==> src/rtl/fifo_rd_skid_pkg.sv <==
// Shared constants for the FIFO read-side skid buffer: FSM encoding and tagged-word layout.
package fifo_rd_skid_pkg;

  localparam int DATA_W  = 32;
  localparam int TAG_BIT = 32;

  localparam logic [1:0] ST_RUN   = 2'd0;
  localparam logic [1:0] ST_FLUSH = 2'd1;
  localparam logic [1:0] ST_HOLD  = 2'd2;

  typedef logic [DATA_W-1:0] word_t;

endpackage

==> src/rtl/fifo_rd_skid.sv <==
// Skid buffer between an upstream FIFO read port and the fetch stage; a word is visible one cycle after capture.
// Registered stop rises one entry early, so one in-flight word still fits; flush discards everything, then holds stop.
module fifo_rd_skid
  import fifo_rd_skid_pkg::*;
#(
  parameter int DEPTH   = 4,
  parameter int HOLDcyc = 3
) (
  input  logic              clkHI,
  input  logic              rst,
  input  logic [DATA_W:0]   inData,
  output logic              stop,
  input  logic              flush,
  output logic [DATA_W-1:0] outData,
  output logic              outValid,
  input  logic              outReady,
  output logic [15:0]       wordCnt,
  output logic              overflow
);

  localparam int PW = (DEPTH > 1) ? $clog2(DEPTH) : 1;
  localparam int CW = $clog2(DEPTH + 1);
  localparam logic [CW-1:0] FULL_LVL   = CW'(DEPTH);
  localparam logic [CW-1:0] ALMOST_LVL = CW'(DEPTH - 1);
  localparam logic [3:0]    HOLD_LD    = 4'(HOLDcyc);

  logic [1:0]    state, state_nxt;
  logic [3:0]    hold_cnt, hold_nxt;
  logic [PW-1:0] wr_ptr, rd_ptr;
  logic [CW-1:0] count, count_nxt;
  word_t         mem [DEPTH];

  logic in_vld, run, pop, push_req, push, drop, clear;

  assign in_vld   = inData[TAG_BIT];
  assign run      = (state == ST_RUN);
  assign outValid = (count != '0) && run;
  assign outData  = mem[rd_ptr];
  assign pop      = outValid && outReady;
  // A flush taken in RUN wins over any same-cycle push; the pop still completes.
  assign clear    = (run && flush) || (state == ST_FLUSH);
  assign push_req = in_vld && run && !flush;
  assign push     = push_req && ((count != FULL_LVL) || pop);
  assign drop     = push_req && (count == FULL_LVL) && !pop;

  always_comb begin
    state_nxt = state;
    hold_nxt  = hold_cnt;
    case (state)
      ST_RUN: begin
        if (flush) state_nxt = ST_FLUSH;
      end
      ST_FLUSH: begin
        state_nxt = ST_HOLD;
        hold_nxt  = HOLD_LD;
      end
      ST_HOLD: begin
        if (flush) begin
          hold_nxt = HOLD_LD;
        end else if (hold_cnt <= 4'd1) begin
          state_nxt = ST_RUN;
        end else begin
          hold_nxt = hold_cnt - 4'd1;
        end
      end
      default: state_nxt = ST_RUN;
    endcase
  end

  always_comb begin
    count_nxt = count;
    if (clear) begin
      count_nxt = '0;
    end else if (push && !pop) begin
      count_nxt = count + CW'(1);
    end else if (pop && !push) begin
      count_nxt = count - CW'(1);
    end
  end

  always_ff @(posedge clkHI or negedge rst) begin
    if (!rst) begin
      state    <= ST_RUN;
      hold_cnt <= '0;
      wr_ptr   <= '0;
      rd_ptr   <= '0;
      count    <= '0;
      stop     <= 1'b1;
      wordCnt  <= '0;
      overflow <= 1'b0;
    end else begin
      state    <= state_nxt;
      hold_cnt <= hold_nxt;
      count    <= count_nxt;
      stop     <= (count_nxt >= ALMOST_LVL) || (state_nxt != ST_RUN);
      if (pop) wordCnt <= wordCnt + 16'd1;
      if (clear) begin
        wr_ptr   <= '0;
        rd_ptr   <= '0;
        overflow <= 1'b0;
      end else begin
        if (push) wr_ptr <= wr_ptr + PW'(1);
        if (pop)  rd_ptr <= rd_ptr + PW'(1);
        if (drop) overflow <= 1'b1;
      end
    end
  end

  // Storage is deliberately left out of reset.
  always_ff @(posedge clkHI) begin
    if (push) mem[wr_ptr] <= inData[DATA_W-1:0];
  end

endmodule

==> config.mk <==
export PLATFORM = sky130hd
export DESIGN_NAME = fifo_rd_skid
export DESIGN_NICKNAME = d
export VERILOG_FILES = /design/src/rtl/fifo_rd_skid_pkg.sv /design/src/rtl/fifo_rd_skid.sv
export SDC_FILE = /design/constraint.sdc
export NUM_CORES = 1
export LEC_CHECK = 0
export ABC_AREA = 0
export BUFFER_PORTS_ARGS = -buffer_cell sky130_fd_sc_hd__buf_2
export CAP_MARGIN = 15
export CORE_AREA = 2 2 108 110
export CTS_CLUSTER_SIZE = 40
export DETAILED_ROUTE_END_ITERATION = 12
export DIE_AREA = 0 0 110 112
export PLACE_DENSITY = 0.88
export SLEW_MARGIN = 20
export SYNTH_ARGS = -nofsm -noshare
export SYNTH_HDL_FRONTEND = slang
export SYNTH_SLANG_ARGS = --single-unit
==> constraint.sdc <==
create_clock -name clkHI -period 2.99 [get_ports clkHI]
set_input_delay 0.598 -clock clkHI [delete_from_list [all_inputs] [get_ports clkHI]]
set_output_delay 0.598 -clock clkHI [all_outputs]
set_load 0.01 [all_outputs]
## Word level (Yosys, flattened, before mapping)

Memory sizes are Yosys's and may differ from the RTL's.
Index checks and enable logic that the tools add are counted.

- Bits in registers: 31
- RAM bits: 128
- Bits of input ports: 37
- Word-level logic and storage cells: 64
- Memories: 1

Memory list:

| name | depth | width | rd ports | clocked after Yosys merged registers in | write ports | line | RTL |
|---|---|---|---|---|---|---|---|
| mem | 4 | 32 | 1 | 0 | 1 | fifo_rd_skid.sv:31 | `word_t mem [DEPTH];` |

- Add/sub/neg operators: 6
- Order comparisons: 2
- Equality and inequality tests: 5
- Multiplexer cells: 18
- Reduce and logical (&&, ||, !) cells: 24

Operator list:

| kind | count |
|---|---|
| $add 16x1->16 const B | 1 |
| $mux 2 | 7 |
| $logic_and 1x1->1 | 10 |
| $reduce_bool 2->1 | 5 |
| $mux 3 | 3 |
| $mux 4 | 2 |
| $pmux 4 s2 | 1 |
| $ne 3x3->1 const B | 2 |
| $pmux 2 s3 | 1 |
| $add 2x1->2 const B | 2 |
| $le 4x1->1 const B | 1 |
| $mux 1 | 4 |
| $sub 4x1->4 const B | 1 |
| $add 3x1->3 const B | 1 |
| $eq 3x3->1 const B | 1 |
| $ge 3x2->1 const B | 1 |
| $logic_not 1->1 | 3 |
| $logic_or 1x1->1 | 3 |
| $reduce_bool 3->1 | 1 |
| $sub 3x1->3 const B | 1 |
| $eq 2x1->1 const B | 1 |
| $eq 2x2->1 const B | 1 |
| $logic_not 2->1 | 1 |
| $reduce_and 2->1 | 1 |

## Logic depth before layout (Yosys ltp)

- Depth in word-level cells: 12
- Mapped depth: 8
- Mapped depth without buffers: 7

## Least setup slack after synthesis

OpenSTA, ideal clock, no wires.

- Kind: input-to-reg
- Start: input outReady
- End: memory mem[0][0] (netlist name), enable pin
- Library setup time: 392 ps
- Arrival time: 2053 ps
- Data required time: 2598 ps
- Setup slack: 545 ps
- Stages on the path: 5
- Buffers on the path: 1
- Cell sequence: buf_2 nor2b_1 and2_1 and2b_1 and2_1

- Word-level cells in the longest chain between the ends: 5

Ends and longest elaborated chain:

| item | line | RTL |
|---|---|---|
| from (decl) | fifo_rd_skid.sv:16 | `input logic outReady,` |
| $logic_and 1x1->1 | fifo_rd_skid.sv:39 | `assign pop = outValid && outReady;` |
| $logic_or 1x1->1 | fifo_rd_skid.sv:43 | `assign push = push_req && ((count != FULL_LVL) \|\| pop);` |
| $logic_and 1x1->1 | fifo_rd_skid.sv:43 |  |
| $mux 1 | fifo_rd_skid.sv:111 | `if (push) mem[wr_ptr] <= inData[DATA_W-1:0];` |
| $mux 1 (implied by the code) | fifo_rd_skid.sv:111 |  |
| to (decl) | fifo_rd_skid.sv:31 |  |

Every way passes these cells.

## Worst setup path after layout

- Start: register rd_ptr[0]
- End: output outData[12]

- Word-level cells in the longest chain between the ends: 1

Ends and longest elaborated chain:

| item | line | RTL |
|---|---|---|
| from (decl) | fifo_rd_skid.sv:29 | `logic [PW-1:0] wr_ptr, rd_ptr;` |
| from (signal assigned) | fifo_rd_skid.sv:103 | `if (pop) rd_ptr <= rd_ptr + PW'(1);` |
| $mem_v2 4x32 | n/a |  |
| to (decl) | fifo_rd_skid.sv:14 | `output logic [DATA_W-1:0] outData,` |

Every way passes these cells.

==> reports/summary.txt <==
Die Y = 112 um
Area delta synth->final = 19.69%
Sink Count = 159
Vias in the first global route = 3510
Fmax = 380.2 MHz
Final Skew = 11.73 ps
Syn Nets = 376
Required time worst endpoint = 2390 ps
Critical-path maximum fanout = 22
Slew HR = 54.26%
Crit path kind = register to output port
Antenna cells = 0
Core area = 11170 sq um
Reg-to-reg critical path startpoint = count[0]
Startpoint types = register
Unique cell type count in the Yosys netlist = 39
Antenna-violating nets left = 0
Max Root-Sink Buffers = 2
Root Buffer = clkbuf_16
Detailed Place HPWL = 7273 um
Max-cap violations = 0
YS warnings = 0
Worst Path Arrival = 2030 ps
Overall routed net length = 11220 um
Die Area = 12320 sq um
Mapped Cells = 329
Pre-Repair DR Iteration Count = 4
Leading cell type in the layout, fill and taps excluded = edfxtp_1
Syn Std Cell Area = 6266 sq um
Final-report hold violation count = 0
Status = finished, final reports clean
Power Density = 757.4 nW/um^2
Pleak = 2.814 nW
Logic gate share of total power = 17.0%
CTS tree = built
Share of cells above drive strength 1 = 38.43%
Placed cell areas = 6938 sq um
Row count = 39
Avg Cell Area, Syn = 19.05 sq um
Crit path capture type = output port
Hold-fix buffer count after cts = 0
H-tree depth = 4
Peak supply drop = 0.4617 mV
HP Class = input port to asynchronous set/reset pin
GP Congestion = 0.8220
Worst-Skew Late Latency = 410 ps
Slew Limit Fails = 0
Worst hold margin = 228.0 ps
Initial antenna violation count = 0
Final Cell Area = 7500 sq um
Post-CTS resize count = 0
Power Internal = 4.183 mW
First-pass GRT wire length = 18020 um
Sw power = 1.497 mW
Sequential share of the synthesized area = 73.74%
FF-to-FF path depth = 6
Net switching fraction of the power = 26.35%
Min cycle time layout = 2630 ps
Total track usage = 20.02%
Largest net degree at the start of global routing = 34
Clock share of power = 35.0%
Chip width = 110 um
FF-to-FF setup slack = 700 ps
Remaining routing DRC violations = 0
Synthesized flop and latch total = 159
Seq pwr share = 48.0%
Total setup buffers inserted after CTS = 0
Clk slew on worst S/H paths = 60 ps
I/O pin total = 88
Overflow after GRT = 0
Average vias per placed instance = 5.529
Setup violators final = 0
Post-route setup TNS = 0 ps
1st-iter DRT viols = 175
RR Endpoint = mem[0][11]
Routed vias = 3251
Most frequent cells in the layout = edfxtp_1, buf_2, mux4_2, dfrtp_1, nor2_1
RSZ-0062 raised after global routing = no
Layout Nets = 479
Starting Density = 56.07%
# port buffers = 87
Period utilization = 87.96%
Wire length per cell = 19.07 um
TritonCTS buffer count = 17
Worst slew pin tran = 686.1 ps
==> flip-flops by register name, summed over array words and instances, names as in the netlist <==
name,count
overflow,1
hold_cnt,4
wr_ptr,2
stop,1
mem,128
rd_ptr,2
state,2
count,3
wordCnt,16
==> synthesized netlist by cell type (all sizes together) <==
cell type	number	area share, %
o21ai	4	0.32
nor3	3	0.24
dfstp	1	0.42
and4	1	0.14
clkbuf	4	0.24
and3	6	0.76
and2	7	0.70
a21o	1	0.12
o221ai	1	0.14
nand2b	3	0.30
mux2i	2	0.32
dfrtp	30	12
nor4b	1	0.38
a31oi	3	0.30
and2b	2	0.24
o211ai	1	0.12
a21oi	6	0.48
nor4	1	0.10
ha	10	2.0
edfxtp	128	61
a211oi	1	0.12
mux4	32	12
inv	11	0.66
nor2	20	1.3
nor3b	1	0.12
xnor2	10	1.4
mux2	1	0.18
nand2	8	0.48
nor2b	4	0.40
nand3	3	0.44
or2	1	0.10
xor2	9	1.4
nand4	7	0.70
buf	6	0.58
==> power groups by stage <==
stage                     combinational (mW)  clock, mW  sequential (mW)
after floorplan                        0.638          0             2.74
after global placement                 0.927          0             2.76
after detailed placement               0.969          0             2.77
final                                  0.963       1.99             2.73
after CTS                              0.975       2.04             2.73
after global routing                    1.07       2.12             2.75
==> metal layers <==
| layer | part of all wire, % | vias to the layer above | global-route usage [%] | wire [um] |
|---|---|---|---|---|
| li1 | - | 1488 | - | - |
| met1 | 39 | 1649 | 23.76 | 4413 |
| met2 | 53 | 103 | 34.15 | 5963 |
| met3 | 6.0 | 11 | 5.738 | 672 |
| met4 | 1.5 | 0 | 7.848 | 165 |
| met5 | 0 | - | 0 | 0 |
==> through the flow <==
step	util [%]	power, mW	setup WS, ps	instances
global route	67.11	5.939	230.5	588
floorplan	-	3.382	545.3	329
detailed placement	62.09	3.741	601.8	556
finish	67.11	5.680	360.1	588
CTS	67.11	5.745	309.1	588
global placement	62.09	3.683	677.0	556
==> layout make-up <==
| class | instances | area [sq um] |
|---|---|---|
| clock inverters | 15 | 136.4 |
| well taps | 143 | 178.9 |
| flip-flops and latches | 159 | 4622 |
| fillers | 727 | 3675 |
| inverters | 11 | 41.29 |
| clock buffers | 17 | 425.4 |
| repair buffers | 94 | 538.0 |
| multi-input cells | 149 | 1558 |
==> cell families after synthesis <==
kind of cell / after synthesis / share of synthesized area [%]
adder cells (fa/ha/maj): 10 / 1.997
buffers and inverters: 21 / 1.477
XOR/XNOR: 19 / 2.776
AND/OR/NAND/NOR: 68 / 6.410
AO/OA/AOI/OAI: 17 / 1.598
flip-flops: 159 / 73.74
multiplexers: 35 / 12.00
==> worst max path at each step <==
stage | end | startpoint
6_report | outData[12] | rd_ptr[0]
3_5_place_dp | mem[0][14] | outReady
4_1_cts | outData[10] | rd_ptr[0]
3_3_place_gp | mem[0][10] | flush
5_1_grt | outData[7] | rd_ptr[0]
2_1_floorplan | mem[0][0] | outReady
==> worst max-delay path: stages, from the launching register on <==
cell and delay [ps]:
dfrtp_2 640, buf_12 270, mux4_2 540, buf_2 160
Note: power is estimated with default switching activity, not from simulation.
